[config.mk]
export PLATFORM = sky130hd
export DESIGN_NAME = display_dec
export DESIGN_NICKNAME = d
export VERILOG_FILES = /design/src/rtl/display_pkg.sv /design/src/rtl/display_dec_seg7_decode.sv /design/src/rtl/display_dec.sv
export SDC_FILE = /design/constraint.sdc
export NUM_CORES = 1
export LEC_CHECK = 0
export ABC_AREA = 1
export CORE_MARGIN = 4
export CORE_UTILIZATION = 25
export CTS_CLUSTER_DIAMETER = 30
export DETAILED_ROUTE_END_ITERATION = 8
export PLACE_DENSITY_LB_ADDON = 0.3
export SLEW_MARGIN = 30
export SYNTH_ARGS = -nofsm -noshare
export SYNTH_HDL_FRONTEND = slang
export SYNTH_SLANG_ARGS = --single-unit
export TNS_END_PERCENT = 1
[constraint.sdc]
create_clock -name CLK -period 2.7 [get_ports CLK]
set_clock_uncertainty 0.05 [all_clocks]
set_input_delay 0.54 -clock CLK [delete_from_list [all_inputs] [get_ports CLK]]
set_output_delay 0.54 -clock CLK [all_outputs]
set_load 0.1 [all_outputs]
[src/rtl/display_pkg.sv]
// display_pkg: shared types, segment constants and the hex segment table for the display driver
package display_pkg;
  typedef enum logic [1:0] {HEX = 2'd0, UDEC = 2'd1, SDEC = 2'd2} mode_t;
  typedef enum logic [1:0] {IDLE, CONV, DONE} state_t;
  localparam logic [6:0] SEG_BLANK = 7'b1111111;
  localparam logic [6:0] SEG_MINUS = 7'b0111111;
  localparam logic [6:0] SEG_ZERO = 7'b1000000;
  localparam logic [6:0] SEG_TAB [16] = '{
    7'b1000000, 7'b1111001, 7'b0100100, 7'b0110000,
    7'b0011001, 7'b0010010, 7'b0000010, 7'b1111000,
    7'b0000000, 7'b0010000, 7'b0001000, 7'b0000011,
    7'b0100111, 7'b0100001, 7'b0000110, 7'b0001110
  };
  function automatic logic [6:0] hex_to_seg(input logic [3:0] n);
    return SEG_TAB[n];
  endfunction
endpackage

[src/rtl/display_dec_seg7_decode.sv]
// seg7_decode: one hex nibble to active-low gfedcba segments
module seg7_decode
  import display_pkg::*;
(
  input  logic [3:0] i_nib,
  output logic [6:0] o_seg
);
  assign o_seg = hex_to_seg(i_nib);
endmodule

[src/rtl/display_dec.sv]
// display_dec: bus-captured hex/decimal 7-segment driver with serial double-dabble conversion
module display_dec #(
  parameter int DATA_W = 8,
  parameter int DIGITS = 4
) (
  input  logic              CLK,
  input  logic              RST,
  input  logic              outputEN,
  input  logic [DATA_W-1:0] data,
  input  logic [1:0]        mode,
  input  logic              blank_lz,
  output logic              busy,
  output logic [6:0]        disp [DIGITS]
);
  import display_pkg::*;
  localparam int NIB = (DATA_W + 3) / 4;
  localparam int NP = DIGITS > NIB ? DIGITS : NIB;
  localparam int BW = 4 * DIGITS;
  localparam int CW = $clog2(DATA_W);
  state_t r_state, w_next;
  mode_t r_mode, w_mode;
  logic r_blz, r_neg, r_ovf, r_pv, r_pblz, w_use_p, w_cap, w_blz, w_ovf;
  logic [1:0] r_pmode, w_mraw;
  logic [DATA_W-1:0] r_mag, r_pdata, w_data, w_mag;
  logic [BW-1:0] r_bcd, w_adj;
  logic [CW-1:0] r_cnt;
  logic [4*NP-1:0] w_pad;
  logic [DIGITS:0] w_zf;
  logic [3:0] w_nib [DIGITS];
  logic [6:0] w_fmt [DIGITS];
  logic [6:0] r_disp [DIGITS];
  // in DONE a live write beats the pending one; either way it is captured like an IDLE write
  always_comb begin
    w_use_p = r_state == DONE && !outputEN;
    w_cap = (r_state == IDLE && outputEN) || (r_state == DONE && (outputEN || r_pv));
    w_data = w_use_p ? r_pdata : data;
    w_mraw = w_use_p ? r_pmode : mode;
    w_blz = w_use_p ? r_pblz : blank_lz;
    w_mode = w_mraw == 2'b01 ? UDEC : w_mraw == 2'b10 ? SDEC : HEX;
    w_mag = (w_mode == SDEC && w_data[DATA_W-1]) ? DATA_W'(-{1'b1, w_data}) : w_data;
    w_next = w_cap ? (w_mode == HEX ? DONE : CONV) :
             r_state == DONE ? IDLE :
             (r_state == CONV && r_cnt == CW'(DATA_W - 1)) ? DONE : r_state;
  end
  always_comb begin
    w_adj = r_bcd;
    w_pad = '0;
    w_pad[DATA_W-1:0] = r_mag;
    w_nib = '{default: 4'd0};
    w_ovf = r_ovf;
    w_zf = '1;
    for (int k = 0; k < DIGITS; k++) begin
      w_adj[4*k+:4] = r_bcd[4*k+:4] >= 4'd5 ? r_bcd[4*k+:4] + 4'd3 : r_bcd[4*k+:4];
      w_nib[k] = r_mode == HEX ? w_pad[4*k+:4] : r_bcd[4*k+:4];
    end
    for (int k = DIGITS; k < NP; k++) w_ovf = w_ovf || (r_mode == HEX && w_pad[4*k+:4] != 4'd0);
    w_ovf = w_ovf || (r_neg && w_nib[DIGITS-1] != 4'd0);
    for (int k = DIGITS - 1; k >= 0; k--) w_zf[k] = w_zf[k+1] && w_nib[k] == 4'd0;
  end
  for (genvar g = 0; g < DIGITS; g++) begin : g_dig
    logic [6:0] w_seg;
    logic w_lz, w_first;
    seg7_decode u_seg (.i_nib(w_nib[g]), .o_seg(w_seg));
    if (g == 0) begin : g_lo
      assign w_lz = 1'b0;
      assign w_first = 1'b0;
    end else begin : g_hi
      assign w_lz = w_zf[g];
      assign w_first = w_zf[g] && !w_zf[g-1];
    end
    assign w_fmt[g] = (w_ovf || (r_neg && (r_blz ? w_first : g == DIGITS - 1))) ? SEG_MINUS :
                      (r_blz && w_lz) ? SEG_BLANK : w_seg;
  end
  always_ff @(posedge CLK) r_state <= RST ? IDLE : w_next;
  always_ff @(posedge CLK) begin
    if (RST) begin
      r_pv <= 1'b0;
      r_ovf <= 1'b0;
      r_neg <= 1'b0;
      for (int k = 0; k < DIGITS; k++) r_disp[k] <= SEG_ZERO;
    end else begin
      if (r_state == CONV && outputEN) begin
        r_pv <= 1'b1;
        r_pdata <= data;
        r_pmode <= mode;
        r_pblz <= blank_lz;
      end else if (r_state == DONE) begin
        r_pv <= 1'b0;
      end
      if (w_cap) begin
        r_mode <= w_mode;
        r_blz <= w_blz;
        r_mag <= w_mag;
        r_neg <= w_mode == SDEC && w_data[DATA_W-1];
        r_ovf <= 1'b0;
        r_bcd <= '0;
        r_cnt <= '0;
      end else if (r_state == CONV) begin
        r_bcd <= {w_adj[BW-2:0], r_mag[DATA_W-1]};
        r_mag <= r_mag << 1;
        r_ovf <= r_ovf || w_adj[BW-1];
        r_cnt <= r_cnt + CW'(1);
      end
      if (r_state == DONE) r_disp <= w_fmt;
    end
  end
  assign busy = r_state != IDLE;
  assign disp = r_disp;
endmodule

==> flow_summary.ini <==
[route]
drtIter0Drc = 175
viasPerCell = 4.31
dr.pass1.iters = 4
drc_errors = 0
antenna_left = 0
via_count = 4008
wirelength_um = 11600
wire_per_inst_um = 12.5

[clocking]
cts-resized-gates = 0
clk_path_buf_depth = 2
numCtsBuffers = 9
post-cts-setup-buffers = 0
root_buffer = clkbuf_16
cts-htree-levels = 3
clk_pin_slew_ps = 60
clock-sinks = 74
cts_tree = done
cts_hold_buf = 0
clock_latency_ps = 350

[timing]
slew_viol_final = 0
finalCriticalPeriod_ps = 2380
setup_viol = 0
slew_headroom_pct = 77.3
grt_setup_unrepaired = no
finalSetupTns_ps = 0
timing.final.crit_share_pct = 88.1
worst_pin_slew_ps = 340
max_freq_mhz = 420
hold_viol = 0

[placed_design]
port_buffers = 42
hpwl_um = 8820
gp_congestion = 0.809

[critical_path]
endpoint = disp[7]
cpPeakStageDelay_ps = 470
path_buf_inv = 1
end_kind = flip-flop
cp.depth = 9
r2r-end = disp[7]
critPathSlowestCell = edfxtp_1
r2r_start = r_mode[1]
crit_start = r_mode[1]
path_cells = nor2_8, nor2_1, inv_1, ha_1, nand3_2, a21oi_4, nand2_2, nor2_2, a21oi_1
reg2regPathDepth = 9
critical_path_required_ps = 2870
crit_path_max_fanout = 14
crit_family = simple AND/OR/NAND/NOR gates
arrival_ps = 2550
crit_type = reg -> reg
r2r_slack_ps = 320
start_kind = flip-flop

[global_route]
grt_max_degree = 30
grt_antenna_before_repair = 0
first_global_vias = 3938
gr-total-overflow = 0
grt_first_pass_wirelength_um = 19400
grtUsageTotal_pct = 11.0

[die]
core_area_um2 = 19000
num_io_pins = 43
initial_core_util_pct = 25.8
placementRows = 50
die_w_um = 148
die-area_um2 = 21900
die_y_um = 148

[synthesis]
ys_types = 39
syn-instance-count = 612
yosysWarnings = 0
avgSynthCellArea_um2 = 8.00
post_synth_main_area_contributors = edfxtp_1, dfxtp_1, ha_1, nand2_1, o21ai_0
synth-seq-cells = 74
syn-cell-area_um2 = 4890
synth_top_area_cell = edfxtp_1
synth_fp_nets = 664
synth_top_cell_area_share_pct = 25.2
seq_area_frac_synth_pct = 38.7

[layout]
drive_gt1_share_pct = 18.7
area_growth_pct = 19.9
fin_util_pct = 31.0
fillers = 2021
num_antenna_cells = 0
finalNetCount = 716

[pwr]
ir_drop_mv = 0.299
power_density_nw_per_um2 = 717
p_leak_uw = 0.00258

[hold_path]
hold_path.class = reg -> reg

[job]
maxCapViolations = 0

[outcome]
outcome = completed
[layout make-up]
| cell class | instances | area [µm²] | share of cell area [%] |
|---|---|---|---|
| flip-flops and latches | 74 | 1890 | 32.2 |
| clock inverters | 7 | 77.6 | 1.32 |
| repair buffers | 55 | 458 | 7.80 |
| multi-input cells | 446 | 2600 | 44.3 |
| inverters | 78 | 293 | 4.99 |
| clock buffers | 9 | 225 | 3.84 |
| well taps | 260 | 325 | 5.54 |
[power breakdown]
part / total, µW / switching [µW] / internal [µW]
sequential: 1440 / 87.2 / 1350
clock: 1230 / 510 / 721
combinational: 1540 / 1120 / 422
[registers in the layout, summed over array words and instances (netlist names)]
name	flops
disp	28
r_bcd	16
r_blz	1
r_cnt	3
r_mag	8
r_mode	2
r_neg	1
r_ovf	1
r_pblz	1
r_pdata	8
r_pmode	2
r_pv	1
r_state	2
[how the worst min path moves through the flow]
stage,from,endpoint,slack [ps],cells past startpoint
after global routing,r_pv,r_pv,480,1
after floorplan,r_pv,r_pv,410,1
final,disp[6],disp[6],440,2
after detailed placement,r_pv,r_pv,430,1
after CTS,r_pv,r_pv,450,1
after global placement,r_pv,r_pv,420,1
[cell usage after synthesis, drive strengths merged]
cell,count
nand4,2
buf,10
nor3,6
a21oi,32
dfxtp,33
clkbuf,4
ha,38
nand2,136
a32oi,1
nor2,89
o2111ai,1
a31o,1
or2,2
nand3b,2
o21ai,82
o211ai,4
xor2,4
nand3,39
edfxtp,41
a211oi,1
a31oi,5
inv,78
o22ai,1
[per-layer routing]
layer  global-route usage, %  vias up  wire length (µm)  share of wire (%)
met2                    20.1       36              5980                 51
met4                    2.77        0               153                1.3
met1                    12.8     1841              5190                 45
met5                       0        -                 0                  0
met3                    3.10       12               324                2.8
li1                        -     2119                 -                  -
[placed cells by master (no fill, tap or decap), types with 14 or more instances in the layout]
cell        n
nand2_1   118
edfxtp_1   41
buf_4      41
dfxtp_1    33
nand3_1    36
a21oi_1    31
inv_1      69
nand2_2    14
o21ai_0    55
nor2_1     73
ha_1       38
[tightest hold or removal path: cells and delay by family, from the launching register on]
kind	cells	cell delay, ps
and+or+nand+nor	1	50
DFF	1	340
AOI/OAI and AO/OA	1	70
[cell families after synthesis]
family	synth area share (%)
adders and majority gates	9.71
and+or+nand+nor	26.8
xor gates and xnor gates	0.716
AOI/OAI and AO/OA	15.8
DFF	38.7
buffers and inverters	8.23
[stage by stage]
stage	worst slack, ps	instances	power [µW]	hold slack (ps)	area (µm²)
2_1_floorplan	552	612	2660	411	4890
3_3_place_gp	71.0	913	3010	422	5570
3_5_place_dp	21.8	913	3010	434	5570
4_1_cts	250	929	4270	448	5870
5_1_grt	67.4	929	4470	476	5870
6_report	321	929	4210	444	5870
Power figures use the tool's default switching activity.
